File: src/rtl/row_clear_engine_if.sv
// rtl/row_clear_engine_if.sv - request/result bundle between a board owner and row_clear_engine
interface row_clear_engine_if #(
   parameter int COLS   = 10,
   parameter int ROWS   = 20,
   parameter int CELL_W = 3
);
   localparam int BW = COLS * ROWS * CELL_W;

   logic          start;
   logic [BW-1:0] cur_board;
   logic          busy;
   logic          done;
   logic [BW-1:0] nxt_board;
   logic [4:0]    num_cleared;
`ifdef ROW_CLEAR_SCORE_EN
   logic [15:0]   score;

   modport master (output start, cur_board,
                   input  busy, done, nxt_board, num_cleared, score);
   modport slave  (input  start, cur_board,
                   output busy, done, nxt_board, num_cleared, score);
`else
   modport master (output start, cur_board,
                   input  busy, done, nxt_board, num_cleared);
   modport slave  (input  start, cur_board,
                   output busy, done, nxt_board, num_cleared);
`endif
endinterface

File: src/rtl/row_clear_engine.sv
// rtl/row_clear_engine.sv - removes full rows from a board snapshot, one row per cycle
// Optional score output enabled by macro ROW_CLEAR_SCORE_EN.
module row_clear_engine #(
   parameter int COLS   = 10,
   parameter int ROWS   = 20,
   parameter int CELL_W = 3
) (
   input  logic              main_clk,
   input  logic              rst_1plus,
   row_clear_engine_if.slave bus
);
   localparam int ROW_W = COLS * CELL_W;
   localparam int BW    = ROW_W * ROWS;
   localparam int IW    = $clog2(ROWS + 1);

   typedef enum logic [1:0] {IDLE, SCAN, DONE} state_t;

   state_t           state;
   state_t           state_nxt;
   logic [BW-1:0]    src;
   logic [BW-1:0]    work;
   logic [BW-1:0]    nxt_board_q;
   logic [IW-1:0]    rd;
   logic [IW-1:0]    wr;
   logic [4:0]       count;
   logic [4:0]       num_cleared_q;
   logic             done_q;
   logic             busy_c;
   logic             last_row;
   logic             row_full;
   logic [ROW_W-1:0] src_row;

   always_ff @(posedge main_clk or posedge rst_1plus) begin
      if (rst_1plus) state <= IDLE;
      else           state <= state_nxt;
   end

   always_comb begin
      state_nxt = state;
      case (state)
         IDLE:    if (bus.start) state_nxt = SCAN;
         SCAN:    if (last_row)  state_nxt = DONE;
         DONE:    state_nxt = IDLE;
         default: state_nxt = IDLE;
      endcase
   end

   always_comb begin
      busy_c   = (state != IDLE);
      last_row = (rd == IW'(ROWS - 1));
      src_row  = src[rd * ROW_W +: ROW_W];
      row_full = 1'b1;
      for (int c = 0; c < COLS; c++) begin
         if (src_row[c * CELL_W +: CELL_W] == '0) row_full = 1'b0;
      end
   end

`ifdef ROW_CLEAR_SCORE_EN
   logic [15:0] score_q;
   logic [10:0] points;
   logic [16:0] score_sum;

   always_comb begin
      case (count)
         5'd0:    points = 11'd0;
         5'd1:    points = 11'd40;
         5'd2:    points = 11'd100;
         5'd3:    points = 11'd300;
         default: points = 11'd1200;
      endcase
      score_sum = {1'b0, score_q} + {6'd0, points};
   end

   always_ff @(posedge main_clk or posedge rst_1plus) begin
      if (rst_1plus)          score_q <= '0;
      else if (state == DONE) score_q <= score_sum[16] ? 16'hFFFF : score_sum[15:0];
   end

   assign bus.score = score_q;
`endif

   // The work board starts zeroed, so rows never written become the empty top rows.
   always_ff @(posedge main_clk or posedge rst_1plus) begin
      if (rst_1plus) begin
         src           <= '0;
         work          <= '0;
         rd            <= '0;
         wr            <= '0;
         count         <= '0;
         nxt_board_q   <= '0;
         num_cleared_q <= '0;
         done_q        <= 1'b0;
      end else begin
         done_q <= 1'b0;
         case (state)
            IDLE: begin
               if (bus.start) begin
                  src   <= bus.cur_board;
                  work  <= '0;
                  rd    <= '0;
                  wr    <= '0;
                  count <= '0;
               end
            end
            SCAN: begin
               if (row_full) begin
                  count <= count + 5'd1;
               end else begin
                  work[wr * ROW_W +: ROW_W] <= src_row;
                  wr <= wr + IW'(1);
               end
               if (!last_row) rd <= rd + IW'(1);
            end
            DONE: begin
               nxt_board_q   <= work;
               num_cleared_q <= count;
               done_q        <= 1'b1;
            end
            default: ;
         endcase
      end
   end

   assign bus.busy        = busy_c;
   assign bus.done        = done_q;
   assign bus.nxt_board   = nxt_board_q;
   assign bus.num_cleared = num_cleared_q;
endmodule
File: src/flat_wrapper.sv
// flat-port wrapper written by rule: the top's interface ports become plain ports
module row_clear_engine_flat 
#(
   parameter int COLS   = 10,
   parameter int ROWS   = 20,
   parameter int CELL_W = 3
)
  (main_clk, rst_1plus, bus_start, bus_cur_board, bus_busy, bus_done, bus_nxt_board, bus_num_cleared);
  row_clear_engine_if #(.COLS(COLS), .ROWS(ROWS), .CELL_W(CELL_W)) bus_i ();
  input  logic main_clk;
  input  logic rst_1plus;
  input wire logic [$bits(bus_i.start)-1:0] bus_start;
  input wire logic [$bits(bus_i.cur_board)-1:0] bus_cur_board;
  output wire logic [$bits(bus_i.busy)-1:0] bus_busy;
  output wire logic [$bits(bus_i.done)-1:0] bus_done;
  output wire logic [$bits(bus_i.nxt_board)-1:0] bus_nxt_board;
  output wire logic [$bits(bus_i.num_cleared)-1:0] bus_num_cleared;
  assign bus_i.start = bus_start;
  assign bus_i.cur_board = bus_cur_board;
  assign bus_busy = bus_i.busy;
  assign bus_done = bus_i.done;
  assign bus_nxt_board = bus_i.nxt_board;
  assign bus_num_cleared = bus_i.num_cleared;
  row_clear_engine #(.COLS(COLS), .ROWS(ROWS), .CELL_W(CELL_W)) u_core (.main_clk(main_clk), .rst_1plus(rst_1plus), .bus(bus_i));
endmodule
File: config.mk
export PLATFORM = sky130hd
export DESIGN_NAME = row_clear_engine_flat
export DESIGN_NICKNAME = d
export VERILOG_FILES = /design/src/rtl/row_clear_engine_if.sv /design/src/rtl/row_clear_engine.sv /design/src/flat_wrapper.sv
export SDC_FILE = /design/constraint.sdc
export NUM_CORES = 2
export LEC_CHECK = 0
export BUFFER_PORTS_ARGS = -buffer_cell sky130_fd_sc_hd__clkbuf_2
export CORE_AREA = 2 2 470 472
export CTS_CLUSTER_SIZE = 24
export DETAILED_ROUTE_END_ITERATION = 8
export DIE_AREA = 0 0 472 474
export GPL_TIMING_DRIVEN = 0
export HOLD_SLACK_MARGIN = 0.05
export SETUP_SLACK_MARGIN = 0.05
export SLEW_MARGIN = 20
export SYNTH_ARGS = -nofsm -noshare
export SYNTH_HDL_FRONTEND = slang
export SYNTH_SLANG_ARGS = --single-unit
File: constraint.sdc
create_clock -name main_clk -period 62.3 [get_ports main_clk]
set_input_delay 12.46 -clock main_clk [delete_from_list [all_inputs] [get_ports main_clk]]
set_output_delay 12.46 -clock main_clk [all_outputs]
set_load 0.01 [all_outputs]
==> results by group <==
Synthesis
  • Top cells by count, synth: 4,261 x nand2_1, 1,823 x dfrtp_1, 543 x mux2i_1
  • Synth area leader: dfrtp_1
  • Mean Syn Cell Area: 9.05 um2
  • Post-synthesis cell count: around 9,300
  • Post-synth net total: 9,936
  • Ys flop type: dfrtp_1
  • Cell area after synthesis: 84,200 um2
  • Seq cells post-synth: ~1,800
  • Area contributors post-synth: dfrtp_1 54%, nand2_1 19%, mux2i_1 6.5%
  • Sequential area share after synthesis: a little over half
  • Post-synthesis cell type count: around 130
  • Ys async rst share: 100%
  • Most frequent cell after synthesis: nand2_1
  • Syn. warnings: 0
  • Post-synth EDFFs: 0
  • Yosys top cell area share: 54.2%

Clock tree
  • CTS tree: built
  • Clock-pin slew on the worst setup and hold paths: ~60 ps
  • CTS buffer count: around 190
  • Clock root buffer: clkbuf_16
  • Postcts setup bufs: 0
  • Clk buf depth: 3
  • Clk_lat worst skew: 930 ps
  • Post-CTS Resized: 0
  • CTS H-tree depth: 4
  • Hold buffers post-CTS: 0
  • Clock Sinks: 1,823

Finish
  • Post-Layout Cell Count: 13,900
  • Fin nets: 11,400
  • Fin area: around 100,000 um2
  • Synth-to-Final Area Change: 21.9%
  • Final core occ: between 40% and 50%
  • Layout cells sized above 1: 18.7%
  • Filler cells: between 20,000 and 25,000

Place
  • Half-perimeter wire length of the detailed placement result: ~390 mm
  • Cell area after placement: ~96,000 um2
  • Placed insts: 13,500
  • GP Congestion: about 1.1
  • IO buf count: 1,209

Global route
  • Pin count of the biggest net entering global routing: 37
  • Initial antenna violation count: 28
  • First-pass GRT wire length: roughly 650 mm
  • Congestion Overflow GR: 0
  • Gr usage total: ~42%
  • Vias in the first global route: between 80,000 and 90,000

Floorplanning
  • IO Pins: roughly 1,200
  • Die Span Y: 474 um
  • Total core area: 219,000 um2
  • Placement row count: 172
  • Initial core utilization: 38.5%
  • Die width: 472 um
  • Die area: 224,000 um2

Timing
  • Crit path time final: 15,190 ps
  • Clock skew: 78.0 ps
  • Finish-stage setup viols: 0
  • Final Max Slew Viols: 0
  • Period utilisation layout: 24.4%
  • Max_slew headroom: 7.20%
  • Fmax: between 0.06 and 0.07 GHz
  • RSZ-0062 raised after global routing: false
  • Slew @ Worst Pin: 1390 ps
  • Hold Violations, Final: 0
  • Total negative slack: 0 ps

Critical path
  • R2r endpoint: u_core.work[11]$_DFFE_PP0P_
  • Critical path launch point: bus_start
  • Crit end category: register
  • Startpoint types: input pin
  • CP endpoint: u_core.work[216]$_DFFE_PP0P_
  • R2r worst-path depth: 21
  • Worst setup path class: in -> reg
  • Worst EP required: about 63,000 ps
  • Reg2reg start: u_core.wr[0]$_DFFE_PP0P_
  • R2R setup slack: 51,280 ps
  • Crit-path max FO: 10
  • Arr. time, crit path: 15,970 ps

Drt
  • Via count: 82,400
  • Total wire length: approximately 490 mm
  • Wire per inst: between 30 and 40 um
  • DR pass1 iterations: 9
  • Antenna violation net count after detailed routing: 0
  • Vias per inst: 5.94
  • Residual DRC: 0
  • Drt initial violations: 10,900

Run status
  • Status: finished, final reports clean

Job
  • MaxCap Viol Count: 0

Worst hold path
  • Worst Hold Class: reg -> reg
layout by cell type (no fill, tap or decap), drive strengths merged, types with 14 or more instances in the layout:
master / Yosys / layout
and2: 40 / 40
o22ai: 83 / 83
nor2: 250 / 250
o311ai: 19 / 19
nand3: 315 / 315
buf: 165 / 263
a211oi: 26 / 26
a32oi: 14 / 14
o41ai: 25 / 25
ha: 18 / 18
mux2i: 552 / 552
inv: 26 / 31
or3: 17 / 17
clkinv: 2 / 58
o22a: 33 / 33
and3: 27 / 27
nand4: 35 / 35
o21ai: 196 / 196
nand2: 4277 / 4277
mux4: 41 / 41
o2111ai: 19 / 19
diode: 0 / 24
o31ai: 118 / 118
o2bb2ai: 15 / 15
o211ai: 120 / 120
mux2: 27 / 27
clkbuf: 437 / 1919
a21oi: 115 / 115
a22oi: 124 / 124
a31oi: 34 / 34
dfrtp: 1823 / 1823
nor3: 93 / 93
cells by family (layout without fill, tap and decap cells):
logic type | Yosys count | in the layout | synth area share (%)
buf+inv | 630 | 2290 | 3.35
compound gates | 1063 | 1063 | 9.39
flops | 1823 | 1823 | 54.2
other cells | 0 | 24 | 0
fa+ha+maj | 25 | 25 | 0.434
mux | 620 | 620 | 8.10
simple gates | 5124 | 5124 | 24.3
xor+xnor | 23 | 23 | 0.248
metal layers:
metal | wire [um] | GRT usage (%) | part of all wire, % | vias up
li1 | - | - | - | 34100
met1 | 176000 | 50.0 | 36 | 41200
met2 | 221000 | 67.5 | 45 | 5482
met3 | 43300 | 9.55 | 8.9 | 1529
met4 | 45600 | 33.0 | 9.4 | 20
met5 | 142 | 0 | 0.029 | -
worst max-delay path, stage by stage:
cell and delay (ps):
clkbuf_2 90, nand2_1 240, clkbuf_1 1010, clkbuf_1 890
clkbuf_1 910, nand2_1 140, mux2i_1 160
metrics by stage:
stage | setup slack [ps] | hold WS (ps)
2_1_floorplan | 24550 | 430
3_3_place_gp | 14320 | 452
3_5_place_dp | 46090 | 451
4_1_cts | 47030 | 467
5_1_grt | 47280 | 483
6_report | 47110 | 469
final cells by class:
class	count	area, um2	area share, %
tap	2871	3590	3.50
clock buffer	272	5530	5.38
antenna	24	60.1	0.0585
inverter	28	109	0.106
clock inverter	80	1020	0.990
timing repair buffer	1308	7870	7.67
buffer	602	2760	2.69
multi-input combinational	6855	36100	35.2
sequential	1823	45600	44.4
registers in the layout, summed over array words and instances, names as in the netlist:
signal / count
u_core.bus.num_cleared: 5
u_core.rd: 5
u_core.work: 600
u_core.bus.nxt_board: 600
u_core.state: 2
u_core.count: 5
u_core.wr: 5
u_core.src: 600
u_core.bus.done: 1
how the worst min path moves through the flow:
stage | start | end | slack (ps) | cells after the start
after floorplan | u_core.work[131]$_DFFE_PP0P_ | u_core.bus.nxt_board[131]$_DFFE_PP0P_ | 430 | 2
after global placement | u_core.work[484]$_DFFE_PP0P_ | u_core.bus.nxt_board[484]$_DFFE_PP0P_ | 450 | 2
after detailed placement | u_core.work[484]$_DFFE_PP0P_ | u_core.bus.nxt_board[484]$_DFFE_PP0P_ | 450 | 2
after CTS | u_core.work[260]$_DFFE_PP0P_ | u_core.bus.nxt_board[260]$_DFFE_PP0P_ | 470 | 2
after global routing | u_core.src[252]$_DFFE_PP0P_ | u_core.src[252]$_DFFE_PP0P_ | 480 | 2
final | u_core.work[411]$_DFFE_PP0P_ | u_core.bus.nxt_board[411]$_DFFE_PP0P_ | 470 | 2
Power is not shown: default switching activity piles up to over one toggle a cycle in this logic, so the estimate is an artifact.
